### config.mk
export PLATFORM = sky130hd
export DESIGN_NAME = tag_lookup_ctrl_flat
export DESIGN_NICKNAME = d
export VERILOG_FILES = /design/src/rtl/tag_lookup_ctrl_if.sv /design/src/rtl/tag_lookup_ctrl.sv /design/src/flat_wrapper.sv
export SDC_FILE = /design/constraint.sdc
export NUM_CORES = 1
export LEC_CHECK = 0
export CORE_MARGIN = 5
export CORE_UTILIZATION = 47
export CTS_BUF_LIST = sky130_fd_sc_hd__clkbuf_16
export DETAILED_ROUTE_END_ITERATION = 8
export DONT_BUFFER_PORTS = 1
export PLACE_DENSITY = 0.6
export SETUP_SLACK_MARGIN = 0.1
export SKIP_CTS_REPAIR_TIMING = 1
export SKIP_LAST_GASP = 1
export SYNTH_ARGS = -nofsm -noshare
export SYNTH_HDL_FRONTEND = slang
export SYNTH_SLANG_ARGS = --single-unit
### constraint.sdc
create_clock -name clk -period 3.55 [get_ports clk]
set_clock_uncertainty 0.2 [all_clocks]
set_input_delay 0.1775 -clock clk [delete_from_list [all_inputs] [get_ports clk]]
set_output_delay 0.1775 -clock clk [all_outputs]
set_load 0.005 [all_outputs]
### src/rtl/tag_lookup_ctrl_if.sv
// ---------------------------------------------------------------------------
// tag_lookup_ctrl_if
// Handshake bundle between the lookup requester / refill unit and the
// tag-side controller.
//   req_valid/req_ready/req_index/req_tag : lookup request channel
//   resp_valid/resp_hit/resp_way          : one-cycle lookup result
//   miss_valid/miss_ready/miss_index/
//   miss_tag/miss_way                     : refill request channel
//   refill_done                           : refill unit finished the line
// Modports: master = requester/refill side, slave = controller side.
// ---------------------------------------------------------------------------
interface tag_lookup_ctrl_if #(
    parameter int ADDR_WIDTH = 7,
    parameter int TAG_WIDTH  = 21
);
    logic                  req_valid;
    logic                  req_ready;
    logic [ADDR_WIDTH-1:0] req_index;
    logic [TAG_WIDTH-1:0]  req_tag;

    logic                  resp_valid;
    logic                  resp_hit;
    logic                  resp_way;

    logic                  miss_valid;
    logic                  miss_ready;
    logic [ADDR_WIDTH-1:0] miss_index;
    logic [TAG_WIDTH-1:0]  miss_tag;
    logic                  miss_way;

    logic                  refill_done;

    modport master (
        output req_valid, req_index, req_tag, miss_ready, refill_done,
        input  req_ready, resp_valid, resp_hit, resp_way,
               miss_valid, miss_index, miss_tag, miss_way
    );

    modport slave (
        input  req_valid, req_index, req_tag, miss_ready, refill_done,
        output req_ready, resp_valid, resp_hit, resp_way,
               miss_valid, miss_index, miss_tag, miss_way
    );
endinterface

### src/rtl/tag_lookup_ctrl.sv
// ---------------------------------------------------------------------------
// tag_lookup_ctrl
// Tag-side controller for a 2-way tag RAM. After reset it holds the tag RAM
// in self-clear for 2**ADDR_WIDTH cycles, then accepts lookups, compares both
// ways, reports hit/miss, selects a victim (invalid way first, then LRU),
// hands misses to the refill unit and writes the new tag / LRU state back.
//
// Tag word: [TW-1:0] way0 tag, [TW] way0 valid, [2TW:TW+1] way1 tag,
//           [2TW+1] way1 valid, [2TW+2] LRU (next victim).
//
// Ports
//   clk, resetn      : clock, asynchronous active-low reset
//   bus (slave)      : request / response / miss / refill handshakes
//   init_done        : invalidate sweep finished (held until reset)
//   tr_raddr, tr_re  : tag RAM read port (data returns next cycle on tr_dout)
//   tr_waddr, tr_we  : tag RAM write address / per-way write enable
//   tr_din           : tag RAM write word
//   tr_refill        : way-tag array write strobe (refill write)
//   tr_load_over     : steer RAM address to tr_waddr for LRU/valid update
//   tr_cache_reset   : active-low sweep control, 0 = tag RAM self-clears
//   perf_hits/misses : lookup counters, present only with TAG_LOOKUP_PERF_EN
//
// Build option: define TAG_LOOKUP_PERF_EN to add saturating hit/miss counters.
// ---------------------------------------------------------------------------
module tag_lookup_ctrl #(
    parameter int ADDR_WIDTH = 7,
    parameter int TAG_WIDTH  = 21
) (
    input  logic                     clk,
    input  logic                     resetn,
    tag_lookup_ctrl_if.slave         bus,
    output logic                     init_done,
    output logic [ADDR_WIDTH-1:0]    tr_raddr,
    output logic                     tr_re,
    output logic [ADDR_WIDTH-1:0]    tr_waddr,
    output logic [1:0]               tr_we,
    output logic [2*TAG_WIDTH+2:0]   tr_din,
    output logic                     tr_refill,
    output logic                     tr_load_over,
    output logic                     tr_cache_reset,
    input  logic [2*TAG_WIDTH+2:0]   tr_dout
`ifdef TAG_LOOKUP_PERF_EN
    ,
    output logic [31:0]              perf_hits,
    output logic [31:0]              perf_misses
`endif
);

    localparam int WORD_W = 2*TAG_WIDTH + 3;

    typedef enum logic [2:0] {
        S_INIT, S_IDLE, S_LOOKUP, S_UPDATE, S_MISS, S_WAIT, S_WRITE
    } state_t;

    state_t                state_q, state_d;
    logic [ADDR_WIDTH-1:0] cnt_q, cnt_d;
    logic                  init_done_q, init_done_d;

    // Request context; only consumed in states that follow its capture,
    // so it needs no reset.
    logic [ADDR_WIDTH-1:0] index_q;
    logic [TAG_WIDTH-1:0]  tag_q;
    logic [WORD_W-1:0]     word_q;
    logic                  way_q;

    logic                  accept;
    logic [TAG_WIDTH-1:0]  rd_tag0, rd_tag1;
    logic                  rd_val0, rd_val1, rd_lru;
    logic                  hit0, hit1, hit, victim, sel_way;

    // Install tag in the chosen way, mark it valid and point LRU at the
    // other way. The untouched way is carried over from the lookup read.
    function automatic logic [WORD_W-1:0] merge_way(
        input logic [WORD_W-1:0]    word,
        input logic                 way,
        input logic [TAG_WIDTH-1:0] tag
    );
        logic [WORD_W-1:0] r;
        r = word;
        if (!way) begin
            r[TAG_WIDTH-1:0] = tag;
            r[TAG_WIDTH]     = 1'b1;
        end else begin
            r[2*TAG_WIDTH:TAG_WIDTH+1] = tag;
            r[2*TAG_WIDTH+1]           = 1'b1;
        end
        r[WORD_W-1] = ~way;
        return r;
    endfunction

    assign accept = (state_q == S_IDLE) && bus.req_valid;

    // Way compare on the word returned for the accepted request.
    always_comb begin
        rd_tag0 = tr_dout[TAG_WIDTH-1:0];
        rd_val0 = tr_dout[TAG_WIDTH];
        rd_tag1 = tr_dout[2*TAG_WIDTH:TAG_WIDTH+1];
        rd_val1 = tr_dout[2*TAG_WIDTH+1];
        rd_lru  = tr_dout[WORD_W-1];
        hit0    = rd_val0 && (rd_tag0 == tag_q);
        hit1    = rd_val1 && (rd_tag1 == tag_q);
        hit     = hit0 || hit1;
        victim  = !rd_val0 ? 1'b0 : (!rd_val1 ? 1'b1 : rd_lru);
        // A double hit is illegal; way0 wins.
        sel_way = hit0 ? 1'b0 : (hit1 ? 1'b1 : victim);
    end

    always_ff @(posedge clk or negedge resetn) begin
        if (!resetn) begin
            state_q     <= S_INIT;
            cnt_q       <= '0;
            init_done_q <= 1'b0;
        end else begin
            state_q     <= state_d;
            cnt_q       <= cnt_d;
            init_done_q <= init_done_d;
        end
    end

    always_ff @(posedge clk) begin
        if (accept) begin
            index_q <= bus.req_index;
            tag_q   <= bus.req_tag;
        end
        if (state_q == S_LOOKUP) begin
            word_q <= tr_dout;
            way_q  <= sel_way;
        end
    end

    always_comb begin
        state_d        = state_q;
        cnt_d          = cnt_q;
        init_done_d    = init_done_q;
        bus.req_ready  = 1'b0;
        bus.resp_valid = 1'b0;
        bus.resp_hit   = 1'b0;
        bus.resp_way   = 1'b0;
        bus.miss_valid = 1'b0;
        bus.miss_index = '0;
        bus.miss_tag   = '0;
        bus.miss_way   = 1'b0;
        tr_raddr       = '0;
        tr_re          = 1'b0;
        tr_waddr       = '0;
        tr_we          = 2'b00;
        tr_din         = '0;
        tr_refill      = 1'b0;
        tr_load_over   = 1'b0;

        case (state_q)
            S_INIT: begin
                // Counter wraps naturally on the last set, no extra cycle.
                cnt_d = cnt_q + 1'b1;
                if (cnt_q == {ADDR_WIDTH{1'b1}}) begin
                    init_done_d = 1'b1;
                    state_d     = S_IDLE;
                end
            end
            S_IDLE: begin
                bus.req_ready = 1'b1;
                if (bus.req_valid) begin
                    tr_re    = 1'b1;
                    tr_raddr = bus.req_index;
                    state_d  = S_LOOKUP;
                end
            end
            S_LOOKUP: begin
                bus.resp_valid = 1'b1;
                bus.resp_hit   = hit;
                bus.resp_way   = sel_way;
                state_d        = hit ? S_UPDATE : S_MISS;
            end
            S_UPDATE: begin
                tr_load_over = 1'b1;
                tr_waddr     = index_q;
                tr_we        = way_q ? 2'b10 : 2'b01;
                tr_din       = merge_way(word_q, way_q, tag_q);
                state_d      = S_IDLE;
            end
            S_MISS: begin
                bus.miss_valid = 1'b1;
                bus.miss_index = index_q;
                bus.miss_tag   = tag_q;
                bus.miss_way   = way_q;
                if (bus.miss_ready) begin
                    state_d = S_WAIT;
                end
            end
            S_WAIT: begin
                if (bus.refill_done) begin
                    state_d = S_WRITE;
                end
            end
            S_WRITE: begin
                tr_refill = 1'b1;
                tr_waddr  = index_q;
                tr_we     = way_q ? 2'b10 : 2'b01;
                tr_din    = merge_way(word_q, way_q, tag_q);
                state_d   = S_IDLE;
            end
            default: begin
                state_d = S_INIT;
            end
        endcase
    end

    assign init_done      = init_done_q;
    assign tr_cache_reset = init_done_q;

`ifdef TAG_LOOKUP_PERF_EN
    logic [31:0] perf_hits_q, perf_misses_q;

    always_ff @(posedge clk or negedge resetn) begin
        if (!resetn) begin
            perf_hits_q   <= '0;
            perf_misses_q <= '0;
        end else if (bus.resp_valid) begin
            if (bus.resp_hit && (perf_hits_q != 32'hFFFF_FFFF)) begin
                perf_hits_q <= perf_hits_q + 32'd1;
            end
            if (!bus.resp_hit && (perf_misses_q != 32'hFFFF_FFFF)) begin
                perf_misses_q <= perf_misses_q + 32'd1;
            end
        end
    end

    assign perf_hits   = perf_hits_q;
    assign perf_misses = perf_misses_q;
`endif

endmodule

### src/flat_wrapper.sv
// flat-port wrapper written by rule: the top's interface ports become plain ports
module tag_lookup_ctrl_flat 
#(
    parameter int ADDR_WIDTH = 7,
    parameter int TAG_WIDTH  = 21
)
  (clk, resetn, init_done, tr_raddr, tr_re, tr_waddr, tr_we, tr_din, tr_refill, tr_load_over, tr_cache_reset, tr_dout, bus_req_valid, bus_req_index, bus_req_tag, bus_miss_ready, bus_refill_done, bus_req_ready, bus_resp_valid, bus_resp_hit, bus_resp_way, bus_miss_valid, bus_miss_index, bus_miss_tag, bus_miss_way);
  tag_lookup_ctrl_if #(.ADDR_WIDTH(ADDR_WIDTH), .TAG_WIDTH(TAG_WIDTH)) bus_i ();
  input  logic clk;
  input  logic resetn;
  output logic init_done;
  output logic [ADDR_WIDTH-1:0] tr_raddr;
  output logic tr_re;
  output logic [ADDR_WIDTH-1:0] tr_waddr;
  output logic [1:0] tr_we;
  output logic [2*TAG_WIDTH+2:0] tr_din;
  output logic tr_refill;
  output logic tr_load_over;
  output logic tr_cache_reset;
  input  logic [2*TAG_WIDTH+2:0] tr_dout;
  input wire logic [$bits(bus_i.req_valid)-1:0] bus_req_valid;
  input wire logic [$bits(bus_i.req_index)-1:0] bus_req_index;
  input wire logic [$bits(bus_i.req_tag)-1:0] bus_req_tag;
  input wire logic [$bits(bus_i.miss_ready)-1:0] bus_miss_ready;
  input wire logic [$bits(bus_i.refill_done)-1:0] bus_refill_done;
  output wire logic [$bits(bus_i.req_ready)-1:0] bus_req_ready;
  output wire logic [$bits(bus_i.resp_valid)-1:0] bus_resp_valid;
  output wire logic [$bits(bus_i.resp_hit)-1:0] bus_resp_hit;
  output wire logic [$bits(bus_i.resp_way)-1:0] bus_resp_way;
  output wire logic [$bits(bus_i.miss_valid)-1:0] bus_miss_valid;
  output wire logic [$bits(bus_i.miss_index)-1:0] bus_miss_index;
  output wire logic [$bits(bus_i.miss_tag)-1:0] bus_miss_tag;
  output wire logic [$bits(bus_i.miss_way)-1:0] bus_miss_way;
  assign bus_i.req_valid = bus_req_valid;
  assign bus_i.req_index = bus_req_index;
  assign bus_i.req_tag = bus_req_tag;
  assign bus_i.miss_ready = bus_miss_ready;
  assign bus_i.refill_done = bus_refill_done;
  assign bus_req_ready = bus_i.req_ready;
  assign bus_resp_valid = bus_i.resp_valid;
  assign bus_resp_hit = bus_i.resp_hit;
  assign bus_resp_way = bus_i.resp_way;
  assign bus_miss_valid = bus_i.miss_valid;
  assign bus_miss_index = bus_i.miss_index;
  assign bus_miss_tag = bus_i.miss_tag;
  assign bus_miss_way = bus_i.miss_way;
  tag_lookup_ctrl #(.ADDR_WIDTH(ADDR_WIDTH), .TAG_WIDTH(TAG_WIDTH)) u_core (.clk(clk), .resetn(resetn), .bus(bus_i), .init_done(init_done), .tr_raddr(tr_raddr), .tr_re(tr_re), .tr_waddr(tr_waddr), .tr_we(tr_we), .tr_din(tr_din), .tr_refill(tr_refill), .tr_load_over(tr_load_over), .tr_cache_reset(tr_cache_reset), .tr_dout(tr_dout));
endmodule
; ---- Word-level counts from Yosys, hierarchy flattened
; Cells that the tools add are included.
; W data, S select, Z words.
[op_classes]
addsub = 1
n_eq_ne = 13
reduce_logical = 8
mux = 30
bitwise = 1
[op_table]
columns = operator, n
row1 = $mux W45, 1
row2 = $mux W22, 2
row3 = $eq A21 B21 Y1, 2
row4 = $mux W7, 4
row5 = $mux W21, 1
row6 = $pmux W3 S6, 1
row7 = $mux W3, 5
row8 = $mux W1, 14
row9 = $eq A3 B3 Y1 const B, 3
row10 = $add A7 B1 Y7 const B, 1
row11 = $eq A7 B7 Y1 const B, 1
row12 = $eq A3 B2 Y1 const B, 2
row13 = $ne A2 B2 Y1 const B, 3
row14 = $mux W2, 2
row15 = $reduce_and A4 Y1, 1
row16 = $eq A3 B1 Y1 const B, 1
row17 = $logic_and A1 B1 Y1, 3
row18 = $logic_not A3 Y1, 1
row19 = $ne A2 B1 Y1 const B, 1
row20 = $reduce_and A2 Y1, 1
row21 = $reduce_or A2 Y1, 1
row22 = $logic_or A1 B1 Y1, 1
row23 = $not A1 Y1, 1
[totals]
out_inout_bits = 100
register_bits = 84

; ---- Logic depth before layout (Yosys ltp)
[logic_depth]
word_depth = 5
depth_mapped = 7

; ---- Worst setup path before layout
; No wires, ideal clock.
[synth_timing]
kind = register -> register
start = reg u_core.state_q[0]
end = reg u_core.state_q[0]
synth_period_minus_slack_ps = 2785
required_ps = 3165
setup_time_ps = 185
path_stages_with_launch = 6
arrival_ps = 2401
setup_slack_ps = 765
cell_sequence = dfrtp_1 clkbuf_1 nand2_1 nor2_1 or3_1 a21oi_1
[synth_between]
elab_chain_cells = 3
[synth_rtl]
columns = element, line_no
row1 = start: declaration, tag_lookup_ctrl.sv:55  ; state_t state_q, state_d;
row2 = start signal: assignment, tag_lookup_ctrl.sv:114  ; state_q <= state_d;
row3 = "$eq A3 B2 Y1, or another cell as far along", tag_lookup_ctrl.sv:151  ; case (state_q)
row4 = "$reduce_or A2 Y1 (no source line), or another cell as far along", n/a
row5 = $pmux W3 S6 / $reduce_and A4 Y1 (equally long branches), n/a
; Several ways; a longest one is shown, not always the timed one.
; A chain may end at the register's enable or synchronous reset.

; ---- Worst setup path after layout
[layout_timing]
start = reg u_core.tag_q[9]
end = out bus_resp_hit
[layout_between]
elab_chain_cells = 4
[layout_rtl]
columns = element, line_no
row1 = start: declaration, tag_lookup_ctrl.sv:62  ; logic [TAG_WIDTH-1:0] tag_q;
row2 = start signal: assignment, tag_lookup_ctrl.sv:123  ; tag_q <= bus.req_tag;
row3 = "$eq A21 B21 Y1, on equally long branches", "tag_lookup_ctrl.sv:100, tag_lookup_ctrl.sv:101"
row4 = "$logic_and A1 B1 Y1, on equally long branches", "tag_lookup_ctrl.sv:100, tag_lookup_ctrl.sv:101"
row5 = $logic_or A1 B1 Y1 *, tag_lookup_ctrl.sv:102  ; hit = hit0 || hit1;
row6 = $mux W1 *, tag_lookup_ctrl.sv:151
row7 = end: declaration, flat_wrapper.sv:28  ; output wire logic [$bits(bus_i.resp_hit)-1:0] bus_resp_hit;
; Mark *: on every way between the ends. The rest lies on a longest branch, timed or not.

==> key figures <==
GRT
  • Number of global-route vias before repair: 2713
  • GR Overflow Total: 0
  • Global-route wire length before repair: 15500 µm
  • Maximum number of pins on one net before global-route repair: 38
  • Total Routing Usage GR: 0.183
  • Antenna violations before repair: 0

Route
  • WL final: 10900 µm
  • Pre-antenna DRT Iters: 4
  • DRT iter0 DRCs: 109
  • ANT nets after route: 0
  • Via density: 5.40
  • Via count: 2848
  • Routed WL per cell: 20.7 µm
  • DR DRC count: 0

Floorplanning
  • Die area: 10900 µm²
  • Rows: 34
  • Starting Density: 0.480
  • Core footprint: 8720 µm²
  • Die width: 104 µm
  • Die height: 104 µm
  • I/O pin total: 178

Finish
  • ANT cells: 0
  • Most frequent cells in the layout: 74 x dlygate4sd3_1, 73 x edfxtp_1, 50 x nor2_1
  • Area growth from synthesis to layout: 27.9%
  • Commonest non-fill, non-tap cell in the layout: dlygate4sd3_1
  • Filler cells: 691
  • Nets@finish: 493
  • Share of cells above drive strength 1: 0.0644

STA
  • Fin crit share: 0.734
  • Slew @ Worst Pin: 1.01 ns
  • Max frequency: 384 MHz
  • Final WS setup: 0.945 ns
  • Final min period: 2.61 ns
  • RSZ-0062 raised after global routing: false
  • Setup Viol. Count Final: 0
  • Endpoints failing hold: 1
  • Setup TNS: 0 ns
  • Slew headroom: 0.322
  • Hold WS: -0.00446 ns
  • Max-slew violations: 0

Setup path
  • CP Cell Sequence: xor2_1 -> nor4_1 -> nand4_1 -> a2bb2oi_1 -> nor2_1
  • Critical path class: reg2out
  • Crit path to: bus_resp_hit
  • Worst R2R End: u_core.state_q[2]
  • Critical path origin: u_core.tag_q[9]
  • Crit Path Max Fanout: 5
  • Crit-path max cell delay: 0.49 ns
  • Worst R2R Path Depth: 5
  • CP Capture Type: primary output
  • Worst path slowest cell: nor4_1
  • Reg2Reg Setup Slack: 1.28 ns
  • Crit path arrival time: 2.23 ns
  • Worst Path Required: 3.17 ns
  • Critical Path Start Type: flip-flop
  • R2r startpoint: u_core.tag_q[9]

Placement
  • IO Port Bufs: 0
  • DPL Wire Length: 7540 µm
  • RD Place Congestion: 0.780
  • Pre-CTS setup slack: 1.29 ns

Clock tree
  • Clock Latency Late Sink: 0.33 ns
  • CTS HTree Levels: 3
  • CTS Buf Count: 9
  • Clock-pin slew on the worst setup and hold paths: 0.06 ns
  • Clock Path Buffers: 2
  • CTS tree: built
  • Root Buffer: clkbuf_16
  • CTS sink count: 84

Synth
  • Syn nets: 418
  • Sequential fraction of the synthesis area: 0.589
  • Netlist Area Pre-Place: 4190 µm²
  • Post-synth cell types: 35
  • Post-Syn Instances: 339
  • Top cells by area, synth: edfxtp_1 52%, mux2i_1 10%, dfrtp_1 6.6%, and2_1 5.2%, xnor2_1 5.2%
  • Seq cells post-synth: 84
  • Post-Syn Area per Cell: 12.4 µm²
  • Synth area leader: edfxtp_1
  • Top-area cell type share of the netlist area: 0.523
  • Synth Warn #: 0

Run status
  • Failing checks: hold timing
  • Status: complete, but fails checks

Power and ir drop
  • Pwr per Cell Area: 616 nW/µm²
  • Max rail drop VDD: 444 µV
  • Leakage: 0.00204 µW

Min path
  • Hold Crit Class: in2reg

Flow run
  • Max_cap viols: 0
worst max-delay path: cells and delay by family (launching register included):
kind	cells	cell delay (ns)
DFF	1	0.48
xor gates and xnor gates	1	0.21
and+or+nand+nor	3	0.95
AOI/OAI and AO/OA	1	0.25
flip-flops by register name, indices dropped and copies added, names as in the netlist:
name and cells:
u_core.way_q 1, u_core.index_q 7, u_core.cnt_q 7, u_core.word_q 44, u_core.state_q 3, u_core.tag_q 21, u_core.init_done 1
cells in the mapped netlist:
cell	n
a2111oi_0	1
a21o_1	2
a21oi_1	4
a22o_1	1
a2bb2oi_1	1
and2_1	35
and2_2	1
and3_1	1
buf_2	9
buf_4	2
buf_6	1
clkbuf_1	5
dfrtp_1	11
edfxtp_1	73
ha_1	1
inv_1	3
inv_2	1
mux2_2	1
mux2i_1	42
nand2_1	8
nand2b_1	1
nand3_1	1
nand4_1	9
nor2_1	52
nor2b_1	8
nor3_1	2
nor3_2	1
nor3b_1	1
nor3b_2	1
nor4_1	6
o211a_1	1
o21ai_0	3
or3_1	2
xnor2_1	25
xor2_1	23
final cells by class:
cell class,count,area [µm²],area share
multi-input combinational,234,1640,0.305
tap,108,135,0.0252
inverter,4,15.0,0.00280
timing repair buffer,81,806,0.150
clock buffer,10,250,0.0467
sequential,84,2470,0.460
clock inverter,6,48.8,0.00911
metrics by stage:
stage / area, µm² / std cells / hold slack, ns / power (µW) / utilization
after global routing: 5360 / 527 / 0.0286 / 3480 / 0.614
after detailed placement: 4320 / 437 / -0.318 / 2340 / 0.495
final: 5360 / 527 / -0.00446 / 3300 / 0.614
after floorplan: 4190 / 339 / -0.318 / 2100 / -
after CTS: 4620 / 453 / -0.664 / 3270 / 0.530
after global placement: 4320 / 437 / -0.318 / 2330 / 0.495
worst min-delay path by stage:
stage                  start           endpoint  slack [ns]  depth (start not counted)
3_5_place_dp          resetn    u_core.cnt_q[1]       -0.32                          0
2_1_floorplan         resetn    u_core.cnt_q[0]       -0.32                          0
6_report         tr_dout[21]       u_core.way_q      -0.004                          2
4_1_cts               resetn    u_core.cnt_q[1]       -0.66                          0
3_3_place_gp          resetn    u_core.cnt_q[4]       -0.32                          0
5_1_grt        bus_req_valid  u_core.state_q[1]        0.03                          3
report_power, final:
group	total, µW	internal (µW)	leakage (µW)	switching [µW]
Clock	921	575	0.000160	346
Sequential	1490	1310	0.000806	178
Combinational	892	374	0.00107	518
logic make-up (layout without fill, tap and decap cells):
logic type                 Yosys count  count (layout)  share of synthesized area
xor gates and xnor gates            48              48                      0.100
adders and majority gates            1               1                    0.00299
buffers and inverters               21             101                     0.0251
DFF                                 84              84                      0.589
AOI/OAI and AO/OA                   13              13                     0.0206
and+or+nand+nor                    129             129                      0.159
muxes                               43              43                      0.103
routing by layer:
metal,share of wire,GRT usage,vias to the layer above,wire length (µm)
li1,-,-,1338,-
met1,0.42,0.225,1369,4620
met2,0.48,0.291,131,5270
met3,0.084,0.0869,10,917
met4,0.0086,0.0453,0,94
met5,0,0,-,0
Note: power is estimated with default switching activity, not from simulation.
